`src/rtl/tick_sched_pkg.sv`:
```
// Shared defaults and state encodings for the tick scheduler.
package tick_sched_pkg;

    localparam int CLK_FREQ_DEFAULT = 12;  // clock cycles per microsecond
    localparam int NUM_CH_DEFAULT   = 4;   // timer channels (power of two)
    localparam int CNT_W_DEFAULT    = 16;  // period width in microseconds

    typedef enum logic {
        IDLE = 1'b0,
        RUN  = 1'b1
    } ch_state_t;

    typedef enum logic {
        ARB_IDLE  = 1'b0,
        ARB_OFFER = 1'b1
    } arb_state_t;

endpackage

```
`src/rtl/tick_sched_channel.sv`:
```
// One countdown channel: config registers, IDLE/RUN countdown on the
// shared microsecond tick, and the pending/overrun event flags.
module tick_sched_channel
    import tick_sched_pkg::*;
#(
    parameter int CNT_W = CNT_W_DEFAULT
) (
    input  logic             clk,
    input  logic             reset,
    input  logic             cfg_we,
    input  logic [CNT_W-1:0] cfg_period,
    input  logic             cfg_oneshot,
    input  logic             start,
    input  logic             stop,
    input  logic             tick,
    input  logic             accept,
    output logic             busy,
    output logic             pending,
    output logic             overrun
);

    ch_state_t        state;
    logic [CNT_W-1:0] period_q;
    logic             oneshot_q;
    logic [CNT_W-1:0] cnt;
    logic [CNT_W-1:0] start_period;
    logic             start_go;
    logic             expire;

    // A start in the same cycle as a config write uses the value being written.
    assign start_period = cfg_we ? cfg_period : period_q;
    // Stop beats start; a zero period means the channel cannot be armed.
    assign start_go     = start && !stop && (start_period != '0);
    // Expiry is a tick landing on a zero count while nothing overrides it.
    assign expire       = (state == RUN) && tick && (cnt == '0) && !stop && !start_go;
    assign busy         = (state == RUN);

    // Configuration registers, loaded on a write to this channel.
    // NOTE: these are ordinary control registers, not a memory array, so they take the async reset like every other flop.
    always_ff @(posedge clk or negedge reset) begin
        if (!reset) begin
            period_q  <= '0;
            oneshot_q <= 1'b0;
        end else if (cfg_we) begin
            period_q  <= cfg_period;
            oneshot_q <= cfg_oneshot;
        end
    end

    // Channel FSM and countdown: stop > start > tick.
    // NOTE: sequential state uses non-blocking assignments so every flop samples pre-edge values regardless of block order.
    always_ff @(posedge clk or negedge reset) begin
        if (!reset) begin
            state <= IDLE;
            cnt   <= '0;
        end else if (stop) begin
            state <= IDLE;
            cnt   <= '0;
        end else if (start_go) begin
            state <= RUN;
            cnt   <= start_period - CNT_W'(1);
        end else if (state == RUN && tick) begin
            if (cnt != '0) begin
                cnt <= cnt - CNT_W'(1);
            end else if (oneshot_q || period_q == '0) begin
                state <= IDLE;
            end else begin
                cnt <= period_q - CNT_W'(1);
            end
        end
    end

    // Event flags: an expiry coinciding with acceptance keeps pending set;
    // an expiry onto an unaccepted pending event is merged and flagged.
    always_ff @(posedge clk or negedge reset) begin
        if (!reset) begin
            pending <= 1'b0;
            overrun <= 1'b0;
        end else begin
            if (expire) begin
                pending <= 1'b1;
            end else if (accept) begin
                pending <= 1'b0;
            end

            if (start && !stop) begin
                overrun <= 1'b0;
            end else if (expire && pending && !accept) begin
                overrun <= 1'b1;
            end
        end
    end

endmodule

```
`src/rtl/tick_scheduler.sv`:
```
// Shared 1 us timebase plus NUM_CH countdown channels whose expiry events
// are serialised round-robin onto one valid/ready event port.
module tick_scheduler
    import tick_sched_pkg::*;
#(
    parameter  int CLK_FREQ = CLK_FREQ_DEFAULT,
    parameter  int NUM_CH   = NUM_CH_DEFAULT,
    parameter  int CNT_W    = CNT_W_DEFAULT,
    localparam int CH_W     = $clog2(NUM_CH)
) (
    input  logic              clk,
    input  logic              reset,
    input  logic              cfg_we,
    input  logic [CH_W-1:0]   cfg_ch,
    input  logic [CNT_W-1:0]  cfg_period,
    input  logic              cfg_oneshot,
    input  logic [NUM_CH-1:0] start,
    input  logic [NUM_CH-1:0] stop,
    output logic              tick,
    output logic [NUM_CH-1:0] busy,
    output logic [NUM_CH-1:0] overrun,
    output logic              evt_valid,
    output logic [CH_W-1:0]   evt_ch,
    input  logic              evt_ready
);

    localparam int              PS_W    = (CLK_FREQ > 1) ? $clog2(CLK_FREQ) : 1;
    localparam logic [PS_W-1:0] PS_LAST = PS_W'(CLK_FREQ - 1);

    logic [PS_W-1:0]   prescaler;
    logic [NUM_CH-1:0] pending;
    logic [NUM_CH-1:0] accept;
    logic [NUM_CH-1:0] ch_cfg_we;
    arb_state_t        arb_state;
    logic [CH_W-1:0]   ptr;
    logic [CH_W-1:0]   pick;
    logic [CH_W-1:0]   idx;
    logic              found;

    // Free-running microsecond prescaler; tick marks its last count.
    always_ff @(posedge clk or negedge reset) begin
        if (!reset) begin
            prescaler <= '0;
        end else if (prescaler == PS_LAST) begin
            prescaler <= '0;
        end else begin
            prescaler <= prescaler + PS_W'(1);
        end
    end

    assign tick = (prescaler == PS_LAST);

    for (genvar i = 0; i < NUM_CH; i++) begin : g_ch
        assign ch_cfg_we[i] = cfg_we && (cfg_ch == CH_W'(i));
        assign accept[i]    = (arb_state == ARB_OFFER) && evt_ready && (evt_ch == CH_W'(i));

        tick_sched_channel #(
            .CNT_W (CNT_W)
        ) u_ch (
            .clk         (clk),
            .reset       (reset),
            .cfg_we      (ch_cfg_we[i]),
            .cfg_period  (cfg_period),
            .cfg_oneshot (cfg_oneshot),
            .start       (start[i]),
            .stop        (stop[i]),
            .tick        (tick),
            .accept      (accept[i]),
            .busy        (busy[i]),
            .pending     (pending[i]),
            .overrun     (overrun[i])
        );
    end

    // Round-robin search: first pending channel at or after ptr, wrapping.
    // NOTE: every output of this block gets a default before the loop, so no path leaves a value held and no latch is inferred.
    always_comb begin
        found = 1'b0;
        pick  = ptr;
        idx   = ptr;
        for (int k = 0; k < NUM_CH; k++) begin
            idx = ptr + CH_W'(k);
            if (!found && pending[idx]) begin
                found = 1'b1;
                pick  = idx;
            end
        end
    end

    // Arbiter FSM: latch one event, hold it until accepted, then advance ptr.
    always_ff @(posedge clk or negedge reset) begin
        if (!reset) begin
            arb_state <= ARB_IDLE;
            evt_valid <= 1'b0;
            evt_ch    <= '0;
            ptr       <= '0;
        end else begin
            case (arb_state)
                ARB_IDLE: begin
                    if (found) begin
                        evt_ch    <= pick;
                        evt_valid <= 1'b1;
                        arb_state <= ARB_OFFER;
                    end
                end
                ARB_OFFER: begin
                    if (evt_ready) begin
                        ptr       <= evt_ch + CH_W'(1);
                        evt_valid <= 1'b0;
                        arb_state <= ARB_IDLE;
                    end
                end
                default: arb_state <= ARB_IDLE;
            endcase
        end
    end

endmodule

```
`config.mk`:
```
export PLATFORM = sky130hd
export DESIGN_NAME = tick_scheduler
export DESIGN_NICKNAME = d
export VERILOG_FILES = /design/src/rtl/tick_sched_pkg.sv /design/src/rtl/tick_sched_channel.sv /design/src/rtl/tick_scheduler.sv
export SDC_FILE = /design/constraint.sdc
export NUM_CORES = 1
export LEC_CHECK = 0
export BUFFER_PORTS_ARGS = -buffer_cell sky130_fd_sc_hd__buf_2
export CAP_MARGIN = 20
export CORE_ASPECT_RATIO = 0.6
export CORE_UTILIZATION = 50
export CTS_CLUSTER_SIZE = 20
export DETAILED_ROUTE_END_ITERATION = 8
export PLACE_DENSITY_LB_ADDON = 0.3
export SLEW_MARGIN = 15
export SYNTH_ARGS = -nofsm -noshare
export SYNTH_HDL_FRONTEND = slang
export SYNTH_HIERARCHICAL = 1
export SYNTH_SLANG_ARGS = --single-unit
```
`constraint.sdc`:
```
create_clock -name clk -period 3.6 [get_ports clk]
set_input_delay 0.18 -clock clk [delete_from_list [all_inputs] [get_ports clk]]
set_output_delay 0.18 -clock clk [all_outputs]
set_load 0.05 [all_outputs]
```
# == After elaboration in Yosys (flattened, before gate mapping) ==
# Cells that the tools add are included.
# classes
addsub,17
mul,0
div,0
magnitude_cmp,4
n_eq_ne,17
shift,0
muxes,82
n_bitwise,1
n_reduce_logical,108
# op_table
operator,count
$mux 16,24
$sub 16x1->16 const B,12
$logic_not 16->1,8
$reduce_bool 16->1,8
$mux 1,48
$logic_and 1x1->1,44
$reduce_bool 3->1,8
$ne 4x2->1 const B,4
$reduce_bool 2->1,8
$logic_not 1->1,15
$reduce_and 2->1,7
$lt 2x3->1 const B,4
$ne 3x2->1 const B,4
$reduce_and 3->1,4
$bmux 1 s2,4
$eq 2x2->1 const B,4
$mux 2,3
$add 2x1->2 const B,2
$add 2x2->2 const B,2
$add 4x1->4 const B,1
$eq 2x1->1 const B,2
$eq 4x4->1 const B,1
$logic_not 2->1,2
$logic_or 1x1->1,4
4 further kinds,6
# word_totals
register_bits,154
latchBits,0
ram_bits,0
romBits,0
inputBits,31
out_inout_bits,12
elab_cells,258
memories,0

# == Logic depth before layout (Yosys ltp) ==
# depth
depth_word,14
depth_mapped,17

# == By module ==
# The synthesis kept the hierarchy.
# by_module_without_submodules
mod,n_inst,cells_each,area_per_inst_um2
tick_sched_channel (g_ch[0].u_ch ...),3,276,2533.7
tick_sched_channel (g_ch[3].u_ch),1,276,2522.4
tick_scheduler,1,63,586.8

# == Least setup slack after synthesis ==
# OpenSTA, ideal clock, no wires.
# synth_path
path_type,in2reg
startpoint,input port cfg_ch[0]
endpoint,register g_ch[0].u_ch.cnt[14]
setup_ps,99
arrival_time_ps,3992
required_time_ps,3501
slack_ps,-491
path_stages,15
n_path_buf,4
cell_sequence,nor3b_1 > clkbuf_1 > clkbuf_1 > a21o_1 > o2111ai_1 > nand2_1 > buf_6 > clkbuf_1 > mux2_2 > ha_1 > nand2_1 > or4_1 > mux2_4 > or3b_1 > a311oi_1
# synth_between
elab_chain_len,7
word_cells_on_any_way,11
# synth_rtl
element,line_no,source
from (decl),tick_scheduler.sv:14,"input logic [CH_W-1:0] cfg_ch,"
$logic_not 2->1 *,tick_scheduler.sv:54,assign ch_cfg_we[i] = cfg_we && (cfg_ch == CH_W'(i));
$logic_and 1x1->1 *,tick_scheduler.sv:54,
$mux 16 *,n/a,
"parallel branches: the longest is 4 deep, another holds $sub 16x1->16",n/a,
to (signal assigned),tick_sched_channel.sv:61,cnt <= start_period - CNT_W'(1);
to (signal assigned),tick_sched_channel.sv:64,cnt <= cnt - CNT_W'(1);
to (signal assigned),tick_sched_channel.sv:68,cnt <= period_q - CNT_W'(1);
to (decl),tick_sched_channel.sv:25,logic [CNT_W-1:0] cnt;
# Mark *: on every way between the ends.
# A chain may end at the register's enable or synchronous reset.

# == Worst setup path after layout ==
# layout_path
startpoint,register g_ch[3].u_ch.period_q[6]
endpoint,register g_ch[3].u_ch.cnt[14]
# layout_between
elab_chain_len,6
word_cells_on_any_way,15
# layout_rtl
element,line_no,source
from (decl),tick_sched_channel.sv:23,logic [CNT_W-1:0] period_q;
from (signal assigned),tick_sched_channel.sv:45,period_q <= cfg_period;
$sub 16x1->16,tick_sched_channel.sv:68,
$mux 16,tick_sched_channel.sv:65,end else if (oneshot_q || period_q == '0) begin
$mux 16,tick_sched_channel.sv:63,if (cnt != '0) begin
$mux 16,tick_sched_channel.sv:62,end else if (state == RUN && tick) begin
$mux 16,tick_sched_channel.sv:59,end else if (start_go) begin
$mux 16,tick_sched_channel.sv:56,end else if (stop) begin
to (signal assigned),tick_sched_channel.sv:61,
to (signal assigned),tick_sched_channel.sv:64,
to (signal assigned),tick_sched_channel.sv:68,
to (decl),tick_sched_channel.sv:25,
# Several ways; a longest one is shown, not always the timed one. The select of a mux whose other input is x is not followed.

==> out/metrics.cfg <==
[status]
status=finished, final reports clean

[worst_hold_path]
hp-start=stop[0]
min_to=g_ch[0].u_ch/cnt[3]
hold_class=in -> reg
whs_path_depth=2

[cts]
cts_buffer_depth=2
cts_root_buf=clkbuf_16
htreeDepth=4
tritoncts=done
cts_sinks=154
post_cts_buffers=0
insertion_delay_ns=0.44
path_clk_slew_ns=0.06
cts_buffers=17

[critical_path]
cp_max_fo=4
reg2reg_slack_ns=0.17
cp-end-kind=flop
arrival_ns=3.77
startpoint_type=flop
reg2reg_from=g_ch[3].u_ch/period_q[6]
critPathRequiredTime_ns=3.94
reg2reg_to=g_ch[3].u_ch/cnt[14]
reg2reg_depth=12
path_class=reg -> reg

[synth]
synthCells=1167
synth_top_cells_by_area=dfrtp_1 36%, mux2_2 6.9%, nor2_1 4.5%
synth_edf_count=0
seq_area_frac_synth_pct=36.0
syn-num-nets=1207
synth_flop_cell=dfrtp_1
avgSynthCellArea_um2=9.18
synth_top_cell_area_share_pct=36.0
synthArstFlopShare_pct=100
ys_seq_elements=154
synth_area_mm2=0.0107
synth_cell_type_count=63
yosysTopAreaCell=dfrtp_1
ys_warn_count=6

[timing]
period_share_pct=95.2
fmax_mhz=292
setup_viol=0
layout_setup_ws_ns=0.172
finalCriticalPeriod_ns=3.43
final.setup.tns_ns=0
skew_ns=0.00862
tightest_slew_ns=0.923
timing.hold.ws_ns=0.0631
hold_viol=0
slew_violations=0
slew_headroom_pct=36.8
rsz0062_at_grt=false

[finish]
nFillCells=1850
areaGrowthSynthToFinish_pct=15.0
diodes=0
multi_input_area_mm2=0.00646
finalNetCount=1313
register_area_mm2=0.00385
drive_above_1_share_pct=25.0
final_area_mm2=0.0123
final_cells=1565

[routing]
vias=10700
drt_first_pass_iters=5
vias_per_cell=6.84
detail-route-antenna-nets=0
route.detailed.drc=0
drt_iter0_markers=1292
wl_per_cell_um=23.1
routed_wl_mm=36.2

[floorplan]
die_h_um=115
die_w_um=191
coreArea_mm2=0.0210
dieArea_mm2=0.0220
pin_count=43
initial_core_util_pct=51.0
row_count=41

[global_route]
grt_max_degree=90
grt_pass1_wl_mm=57.4
grt_pass1_vias=10200
antenna_found_initial=0
grt_overflow=0
grt_usage_pct=34.0

[placed_design]
gp_congestion=0.982
dp_slack_ns=-0.00886
dp.cells=1532
dpl.hpwl_mm=26.5
placed_cell_area_mm2=0.0117
io_buffers=42

[job]
max-cap-violations=0

[pwr]
peakVddDrop_mv=0.407
p_per_area_mw_per_mm2=541
p_leak_nw=5.14

[cells by family after synthesis]
kind of cell / after synthesis / share of synthesized area, %
buffers and inverters: 84 / 4.43
XOR/XNOR: 13 / 1.06
AND/OR/NAND/NOR: 450 / 23.4
AO/OA/AOI/OAI: 354 / 23.5
multiplexers: 103 / 10.6
flip-flops: 154 / 36.0
adder cells (fa/ha/maj): 9 / 1.05
[critical path: stages, from the launching register on]
cell and delay (ns):
dfrtp_1 0.43, nor4_1 0.40, buf_4 0.19, a21o_1 0.10, o2111a_2 0.22, nor2_1 0.06
a21oi_1 0.18, ha_2 0.20, nand2_1 0.07, or4_1 0.54, mux2_4 0.30, or3b_1 0.38
a311oi_1 0.26
[worst max-delay path by stage]
| stage | startpoint | to | slack (ns) | depth (start not counted) |
|---|---|---|---|---|
| 6_report | g_ch[3].u_ch/period_q[6] | g_ch[3].u_ch/cnt[14] | 0.17 | 12 |
| 3_3_place_gp | cfg_ch[1] | g_ch[2].u_ch/cnt[14] | 0.17 | 15 |
| 5_1_grt | g_ch[2].u_ch/period_q[6] | g_ch[2].u_ch/cnt[14] | 0.005 | 11 |
| 2_1_floorplan | cfg_we | g_ch[1].u_ch/cnt[14] | 0.0003 | 16 |
| 3_5_place_dp | cfg_ch[1] | g_ch[2].u_ch/cnt[14] | -0.009 | 15 |
| 4_1_cts | g_ch[2].u_ch/cnt[12] | g_ch[2].u_ch/cnt[10] | 0.08 | 12 |
[metal layers]
| metal | global-route usage [%] | routed length (µm) |
|---|---|---|
| met5 | 0 | 0 |
| met4 | 9.17 | 656 |
| met3 | 8.24 | 4090 |
| met2 | 48.9 | 14900 |
| met1 | 50.6 | 16500 |
[cell usage in the layout (no fill, tap or decap), types with 33 or more instances in the layout]
cell type / count
a21oi_1: 92
buf_2: 41
buf_4: 96
dfrtp_1: 153
mux2_2: 66
mux2i_1: 33
nand2_1: 56
nor2_1: 122
nor3_1: 64
nor4_1: 41
o21ai_0: 46
[sequential cells by signal (all words and copies together) (netlist names), 2 cells and up]
name	count
g_ch.u_ch/pending	4
ptr	2
g_ch.u_ch/overrun	4
prescaler	4
g_ch.u_ch/period_q	64
g_ch.u_ch/cnt	64
g_ch.u_ch/busy	4
g_ch.u_ch/oneshot_q	4
evt_ch	2
[repair_timing]
item,4_1_cts,5_1_grt
setup endpoints to repair,0,5
gates resized for setup,0,9
hold buffers,1,0
hold endpoints to repair,86,0
[per-stage QoR]
| stage | utilization (%) | total power (W) |
|---|---|---|
| after floorplan | - | 0.00395 |
| after global placement | 55.7 | 0.00471 |
| after detailed placement | 55.7 | 0.00474 |
| after CTS | 58.5 | 0.00659 |
| after global routing | 58.7 | 0.00698 |
| final | 58.7 | 0.00666 |
[cell type report]
cell class / count / area share, %
inverters: 32 / 0.976
clock inverters: 11 / 0.986
well taps: 279 / 2.84
flip-flops and latches: 154 / 31.3
clock buffers: 21 / 3.74
multi-input cells: 929 / 52.5
repair buffers: 139 / 7.69
[synth_stat cells, types with 5 or more instances]
| cell type | instances |
|---|---|
| clkbuf_1 | 27 |
| or4_1 | 12 |
| or4_4 | 13 |
| o211ai_1 | 8 |
| buf_6 | 9 |
| o221ai_1 | 8 |
| nor2_1 | 128 |
| nor3b_1 | 14 |
| xnor2_1 | 13 |
| nor3_1 | 64 |
| a21oi_1 | 92 |
| a211o_1 | 8 |
| nor4b_1 | 12 |
| nand3_1 | 24 |
| nor4_1 | 45 |
| inv_1 | 32 |
| a31o_2 | 12 |
| a311oi_1 | 32 |
| nand2_1 | 56 |
| mux2i_1 | 33 |
| a211oi_1 | 21 |
| a221o_1 | 8 |
| buf_2 | 5 |
| ha_1 | 9 |
| a21o_1 | 25 |
| and3_1 | 13 |
| or3_1 | 8 |
| o31ai_1 | 9 |
| clkbuf_8 | 6 |
| or2_2 | 12 |
| nand4_1 | 12 |
| and2_1 | 8 |
| a31oi_1 | 12 |
| o21ai_0 | 46 |
| o2111ai_1 | 8 |
| dfrtp_1 | 154 |
| mux2_2 | 66 |
| o211a_1 | 8 |
| o31a_1 | 8 |
[where the power goes]
group,internal (W),switching [W]
logic,0.000998,0.00141
clock network,0.00105,0.000774
registers,0.00201,0.000419
total,0.00406,0.00260
No activity file was read; power rests on OpenSTA's default activity.
